## src/rtl/seq_divider.sv

```systemverilog
// Unsigned restoring divider, one quotient bit per clock; WIDTH-cycle latency.
// No backpressure: start is only accepted while idle, and requests made while busy are dropped.

module full_adder (
  input  logic in1,
  input  logic in2,
  input  logic cin,
  output logic sum,
  output logic cout
);
  assign sum  = in1 ^ in2 ^ cin;
  assign cout = (in1 & in2) | (cin & (in1 ^ in2));
endmodule

module seq_divider #(
  parameter int WIDTH = 8
) (
  input  logic             clk,
  input  logic             rst,
  input  logic             start,
  input  logic [WIDTH-1:0] dividend,
  input  logic [WIDTH-1:0] divisor,
  output logic             busy,
  output logic             done,
  output logic [WIDTH-1:0] quotient,
  output logic [WIDTH-1:0] remainder,
  output logic             div_by_zero
);
  localparam int CW = $clog2(WIDTH + 1);

  typedef enum logic {IDLE, CALC} state_t;

  state_t           state, state_nxt;
  logic [WIDTH-1:0] dvd, dvs, quo;
  logic [WIDTH:0]   prem, shifted, dvs_ext, diff, prem_nxt;
  logic [WIDTH+1:0] carry;
  logic [CW-1:0]    cnt;
  logic             accept, last, qbit;
  logic             unused_prem_msb;

  assign shifted = {prem[WIDTH-1:0], dvd[WIDTH-1]};
  assign dvs_ext = {1'b0, dvs};
  assign carry[0] = 1'b1;

  // Two's-complement subtract: shifted + ~divisor + 1; carry-out high means no borrow.
  for (genvar i = 0; i <= WIDTH; i++) begin : g_sub
    full_adder u_fa (
      .in1  (shifted[i]),
      .in2  (~dvs_ext[i]),
      .cin  (carry[i]),
      .sum  (diff[i]),
      .cout (carry[i+1])
    );
  end

  assign qbit     = carry[WIDTH+1];
  assign prem_nxt = qbit ? diff : shifted;

  // After every restoring step the partial remainder is below the divisor, so its MSB stays 0.
  assign unused_prem_msb = prem[WIDTH];

  always_ff @(posedge clk or posedge rst) begin
    if (rst) state <= IDLE;
    else     state <= state_nxt;
  end

  always_comb begin
    state_nxt = state;
    accept    = 1'b0;
    last      = 1'b0;
    case (state)
      IDLE: begin
        if (start && divisor != '0) begin
          accept    = 1'b1;
          state_nxt = CALC;
        end
      end
      CALC: begin
        if (cnt == CW'(1)) begin
          last      = 1'b1;
          state_nxt = IDLE;
        end
      end
      default: state_nxt = IDLE;
    endcase
  end

  always_ff @(posedge clk or posedge rst) begin
    if (rst) begin
      dvd         <= '0;
      dvs         <= '0;
      quo         <= '0;
      prem        <= '0;
      cnt         <= '0;
      busy        <= 1'b0;
      done        <= 1'b0;
      quotient    <= '0;
      remainder   <= '0;
      div_by_zero <= 1'b0;
    end else begin
      done <= 1'b0;
      if (accept) begin
        dvd  <= dividend;
        dvs  <= divisor;
        quo  <= '0;
        prem <= '0;
        cnt  <= CW'(WIDTH);
        busy <= 1'b1;
      end else if (state == IDLE && start) begin
        quotient    <= '1;
        remainder   <= dividend;
        div_by_zero <= 1'b1;
        done        <= 1'b1;
      end
      if (state == CALC) begin
        prem <= prem_nxt;
        dvd  <= {dvd[WIDTH-2:0], 1'b0};
        quo  <= {quo[WIDTH-2:0], qbit};
        cnt  <= cnt - CW'(1);
        if (last) begin
          quotient    <= {quo[WIDTH-2:0], qbit};
          remainder   <= prem_nxt[WIDTH-1:0];
          div_by_zero <= 1'b0;
          done        <= 1'b1;
          busy        <= 1'b0;
        end
      end
    end
  end

endmodule

```

## config.mk

```make
export PLATFORM = sky130hd
export DESIGN_NAME = seq_divider
export DESIGN_NICKNAME = d
export VERILOG_FILES = /design/src/rtl/seq_divider.sv
export SDC_FILE = /design/constraint.sdc
export NUM_CORES = 1
export LEC_CHECK = 0
export ABC_AREA = 1
export BUFFER_PORTS_ARGS = -buffer_cell sky130_fd_sc_hd__buf_4
export CAP_MARGIN = 10
export CELL_PAD_IN_SITES_DETAIL_PLACEMENT = 0
export CELL_PAD_IN_SITES_GLOBAL_PLACEMENT = 2
export CORE_MARGIN = 4
export CORE_UTILIZATION = 30
export DETAILED_ROUTE_END_ITERATION = 10
export PLACE_DENSITY = 0.75
export RECOVER_POWER = 50
export REMOVE_ABC_BUFFERS = 1
export SLEW_MARGIN = 20
export SYNTH_ARGS = -nofsm -noshare
export SYNTH_HDL_FRONTEND = slang
export SYNTH_SLANG_ARGS = --single-unit
```

## constraint.sdc

```tcl
create_clock -name clk -period 3.65 [get_ports clk]
set_input_delay 0.73 -clock clk [delete_from_list [all_inputs] [get_ports clk]]
set_output_delay 0.73 -clock clk [all_outputs]
set_load 0.02 [all_outputs]
```

==> Word-level counts from Yosys, hierarchy flattened <==
Cells that the tools add are included.
{ "totals": {"reg_bits": 55, "inputBits": 19, "elab_cells": 102} }
{ "classes": {"n_addsub": 1, "n_eq_ne": 1, "muxes": 34, "bitwise_logic": 51, "n_reduce_logical": 4} }
{ "op_table": {"columns": ["cell", "n"], "rows": [
  ["two-way mux 8 bit", 13],
  ["AND 1 bit", 16],
  ["two-way mux 1 bit", 16],
  ["XOR 1 bit", 15],
  ["two-way mux 7 bit", 2],
  ["NOT 1 bit", 11],
  ["OR 1 bit", 9],
  ["two-way mux 4 bit", 2],
  ["nonzero test 8 bit", 1],
  ["equality test 4 x 1 -> 1 bit, second input constant", 1],
  ["subtractor 4 x 1 -> 4 bit, second input constant", 1],
  ["logical AND 1 bit", 2],
  ["one-hot mux 1 bit (2 select lines)", 1],
  ["nonzero test 2 bit", 1]
]} }

==> Logic depth before layout (Yosys ltp) <==
{ "depth": {"depth_word": 22, "ltp_mapped": 20} }

==> Cells and area by module <==
From an unflattened synthesis, not the netlist that was laid out.
{ "unflattened": {"cells_unflattened": 354, "hier_area_um2": 2875.3} }
{ "modules_own_cells": {"columns": ["mod", "n_inst", "cells_per_inst", "area_each_um2", "seq_area_each_um2"], "rows": [
  ["seq_divider", 1, 345, 2695.1, 1376.3],
  ["full_adder", 9, 1, 20.0, 0.0]
]} }

==> Worst setup path after synthesis <==
OpenSTA, ideal clock, no wires.
{ "synth_path": {"path_type": "register to register", "start": "reg dvd[7]", "end": "reg remainder[6]", "setup_ps": 117, "arrival_ps": 3812, "t_required_ps": 3533, "path_slack_ps": -279, "stages_incl_launch_ff": 20, "path_buffers": 2, "cell_sequence": "dfrtp_1 > inv_1 > ha_1 > inv_1 > fa_1 > fa_1 > fa_1 > fa_1 > fa_1 > inv_1 > fa_1 > fa_1 > inv_1 > or2_1 > buf_2 > inv_2 > buf_4 > o21ai_0 > nand2_1 > nand2_1"} }
{ "synth_between": {"elab_chain_cells": 21, "word_cells_on_any_way": 23, "classes_between": "mux: 3; bitwise: 20"} }
{ "synth_rtl": {"columns": ["element", "line_no", "source"], "rows": [
  ["start, declared", "34", "logic [WIDTH-1:0] dvd, dvs, quo;"],
  ["start signal, assigned", "103", "dvd <= dividend;"],
  ["start signal, assigned", "117", "dvd <= {dvd[WIDTH-2:0], 1'b0};"],
  ["AND 1 bit or XOR 1 bit (tied branches)", "12", "assign cout = (in1 & in2) | (cin & (in1 ^ in2));"],
  ["OR 1 bit (*)", "12", null],
  ["AND 1 bit (*)", "12", null],
  ["OR 1 bit (*)", "12", null],
  ["AND 1 bit (*)", "12", null],
  ["OR 1 bit (*)", "12", null],
  ["AND 1 bit (*)", "12", null],
  ["OR 1 bit (*)", "12", null],
  ["(+5 left out)", null, null],
  ["OR 1 bit", "12", null],
  ["AND 1 bit", "12", null],
  ["OR 1 bit", "12", null],
  ["AND 1 bit", "12", null],
  ["OR 1 bit", "12", null],
  ["two-way mux 8 bit (*)", "57", "assign prem_nxt = qbit ? diff : shifted;"],
  ["two-way mux 8 bit (*)", "120", "if (last) begin"],
  ["two-way mux 8 bit (*)", "115", "if (state == CALC) begin"],
  ["end signal, assigned", "111", "remainder <= dividend;"],
  ["end signal, assigned", "122", "remainder <= prem_nxt[WIDTH-1:0];"],
  ["end, declared", "26", "output logic [WIDTH-1:0] remainder,"]
]} }
Every way passes the cells marked *; elsewhere a longest branch is shown, timed or not.
A chain may end at the register's enable or synchronous reset.

==> Worst setup path after layout <==
{ "layout_path": {"start": "reg dvd[7]", "end": "reg remainder[5]"} }
{ "layout_between": {"elab_chain_cells": 21, "word_cells_on_any_way": 23, "classes_between": "mux: 3; bitwise: 20"} }
{ "layout_rtl": {"columns": ["element", "line_no"], "rows": [
  ["AND 1 bit or XOR 1 bit (tied branches)", "12"],
  ["OR 1 bit (*)", "12"],
  ["AND 1 bit (*)", "12"],
  ["OR 1 bit (*)", "12"],
  ["AND 1 bit (*)", "12"],
  ["OR 1 bit (*)", "12"],
  ["AND 1 bit (*)", "12"],
  ["OR 1 bit (*)", "12"],
  ["(+5 left out)", null],
  ["OR 1 bit", "12"],
  ["AND 1 bit", "12"],
  ["OR 1 bit", "12"],
  ["AND 1 bit", "12"],
  ["OR 1 bit", "12"],
  ["two-way mux 8 bit (*)", "57"],
  ["two-way mux 8 bit (*)", "120"],
  ["two-way mux 8 bit (*)", "115"]
]} }
Marked as above.

==> flow_summary.toml <==
[clocking]
cts-root-to-sink-buffers = 2
tritoncts.num_buffers = 5
cts.sink_count = 55
root_buffer_cell = "clkbuf_8"
clkTransAtPathRegs_ps = 100
h-tree-depth = 2
clk-insertion-delay-late_ps = 310
tritoncts = "built"

[run_status]
outcome = "finished, violations left"
failed_checks = "capacitance limit, slew limit, setup timing"

[logic_synthesis]
ys_seq_area_frac = 0.4831
synthesis.instances = 353
synthesis_warning_total = 0
ys_types = 27
ys_ff_latch = 55
synth_edf_count = 0
syn-cell-area_um2 = 2849
netlist.top_cell.by_area = "dfrtp_1"
ys_async_sr_fraction = 1.000
ys.flop_type = "dfrtp_1"
netlist.area_leader.share = 0.4831
synth.top_cells.by_count = "nand2_1, dfrtp_1, inv_1"
synthTopCellsByArea = "dfrtp_1, nand2_1, inv_1"
yosys.cell_count.top_type = "nand2_1"
synth_area_per_cell_um2 = 8.071

[timing]
slew_violations = 42
worst_pin_slew_ps = 1599
hold_viol = 0
rsz0062_at_grt = "yes"
clock_skew_ps = 7.487
period_needed_ps = 3679
setup-violations-final = 11
slew-limit-headroom = -0.06737
fin_ws_ps = -28.51
timing.fmax_mhz = 271.8
post_route_fraction_of_the_period_consumed_by_the_critical_path = 1.008

[setup_path]
chain_of_cells_forming_the_critical_path = "inv_1 > ha_2 > inv_2 > fa_2 > fa_2 > fa_2 > fa_2 > fa_2 > inv_2 > fa_2 > fa_2 > inv_1 > or2_4 > buf_6 > nand2_2 > nand2_2 > nand2_1 > nand2_1"
timing.critical_path.slowest_stage_cell = "dfrtp_1"
worst_setup_path_start_kind = "flip-flop"
crit_fanout = 6
worstSetupPathType = "reg -> reg"
cp.arrival_ps = 3880
required_ps = 3850
critical-path-max-stage-delay_ps = 390
crit_path_frequent_cell = "fa_2"
kind_of_cell_adding_the_most_delay_to_the_critical_path = "adder cells"
worst_setup_path_end_kind = "flip-flop"
crit_buf_inv = 5

[place]
placement.cell_area_um2 = 3267
place_hpwl_mm = 4.740
dpl.cell_count = 514
gpl_wtd_cong = 0.7750
buffer_ports.inserted = 37
post-place-ws_ps = -389.6

[cells_and_area]
layout.nets = 424
num_antenna_cells = 0
fin_area_um2 = 3467
storage_cell_area_um2 = 1376
post_route_cells_drive_above_1_share = 0.2500
nFillCells = 984
multi_input_area_um2 = 1272
layout.cells.non_filler = 525
area_delta_synth_final_pct = 21.70

[global_route]
global_route_wire_length_before_repair_mm = 11.59
tot_gr_track_use = 0.1284
antenna_found_initial = 0
grt_pass1_vias = 2361
pin_count_of_the_biggest_net_entering_global_routing = 42
grt_overflow_total = 0

[routing]
drc = 0
drt-pass1-iter-count = 4
vias = 2232
antenna_violating_nets_post_route = 0
wl_per_cell_um = 12.68
route.detailed.vias_per_inst = 4.251
drt_first_iter_violations = 68
total_wire_length_mm = 6.659

[power_and_ir_drop]
cellLeakagePower_uw = 0.001857
total_power_uw = 3249
vdd_ir_drop_max_mv = 0.3229
power.density_nw_per_um2 = 937.1

[floorplanning]
fp.dieH_um = 105.5
design.die.area_um2 = 11120
fp.dieW_um = 105.5
starting_density = 0.3083
pin_count = 38
rows = 35
coreArea_um2 = 9240

[job]
cap_violations = 1

[worst_hold_path]
timing.hold.worst.class = "reg -> reg"
repair_timing:
item	CTS	global route
resized for setup	15	14
pin swaps	5	7
setup buffers	1	1
gates cloned	1	0
setup endpoints to repair	18	18
hold buffers	0	0
routing by layer:
metal / vias up / GRT usage / routed length (um)
met1: 1033 / 0.1711 / 3203
met5: - / 0 / 0
met4: 0 / 0.02812 / 50
li1: 1158 / - / -
met3: 5 / 0.02511 / 226
met2: 36 / 0.2163 / 3179
through the flow:
step	hold WS (ps)	setup TNS, ps	util
3_3_place_gp	449.2	-4297	0.3536
2_1_floorplan	434.2	-2965	-
5_1_grt	500.7	-3360	0.3752
6_report	469.4	-132.3	0.3752
4_1_cts	476.9	-1627	0.3717
3_5_place_dp	451.1	-5619	0.3536
report_power, final:
part / internal [uW] / switching, uW
clock: 223 / 208
combinational: 737 / 970
sequential: 902 / 208
total: 1860 / 1390
flip-flops by register name, indices dropped and copies added (netlist names):
| signal | cells |
|---|---|
| dvd | 8 |
| quotient | 8 |
| busy | 1 |
| state | 1 |
| prem | 8 |
| remainder | 8 |
| quo | 7 |
| dvs | 8 |
| cnt | 4 |
| done | 1 |
| div_by_zero | 1 |
logic make-up (layout without fill, tap and decap cells):
family	Yosys count	in the layout	share of synthesized area
simple gates	216	216	0.3399
buf+inv	59	102	0.09178
flops	55	55	0.4831
compound gates	13	13	0.02283
fa+ha+maj	10	10	0.06236
layout by cell type (no fill, tap or decap), types with 2 or more instances in the layout:
master / n
ha_1: 2
nor2_2: 3
inv_2: 2
nand2_2: 13
clkbuf_1: 2
o21ai_0: 7
fa_2: 7
nand2_1: 138
o21ai_2: 3
nand3b_1: 9
nand3_1: 31
nor2_4: 2
nor2_1: 6
dfrtp_1: 55
or2_2: 7
inv_1: 41
buf_4: 45
clkbuf_8: 6
a21oi_1: 3
final timing paths:
kind                       slack [ps]  cells past startpoint                     end          startpoint
min in group asynchronous         910                      2   quotient[4]$_DFF_PP0_                 rst
setup reg to reg                  -30                     18  remainder[5]$_DFF_PP0_  dvd[7]$_DFFE_PP0P_
max in group asynchronous        1660                      3  remainder[5]$_DFF_PP0_                 rst
hold reg to reg                   470                      2      quo[6]$_DFFE_PP0P_  quo[6]$_DFFE_PP0P_
setup / recovery                  -30                     18  remainder[5]$_DFF_PP0_  dvd[7]$_DFFE_PP0P_
hold / removal                    470                      2      quo[6]$_DFFE_PP0P_  quo[6]$_DFFE_PP0P_
layout make-up:
class,instances,share of cell area
multi-input cells,239,0.3670
repair inverters,1,0.002165
clock buffers,6,0.02382
repair buffers,49,0.1050
clock inverters,2,0.01010
well taps,129,0.04655
flip-flops and latches,55,0.3970
inverters,44,0.04836
worst register-to-register path: stages, from the launching register on:
cell	delay, ps
dfrtp_1	390
inv_1	60
ha_2	160
inv_2	40
fa_2	340
fa_2	380
fa_2	370
fa_2	370
fa_2	360
inv_2	60
fa_2	200
fa_2	190
inv_1	30
or2_4	260
buf_6	140
nand2_2	60
nand2_2	60
nand2_1	60
nand2_1	60
Note: power is estimated with default switching activity, not from simulation.
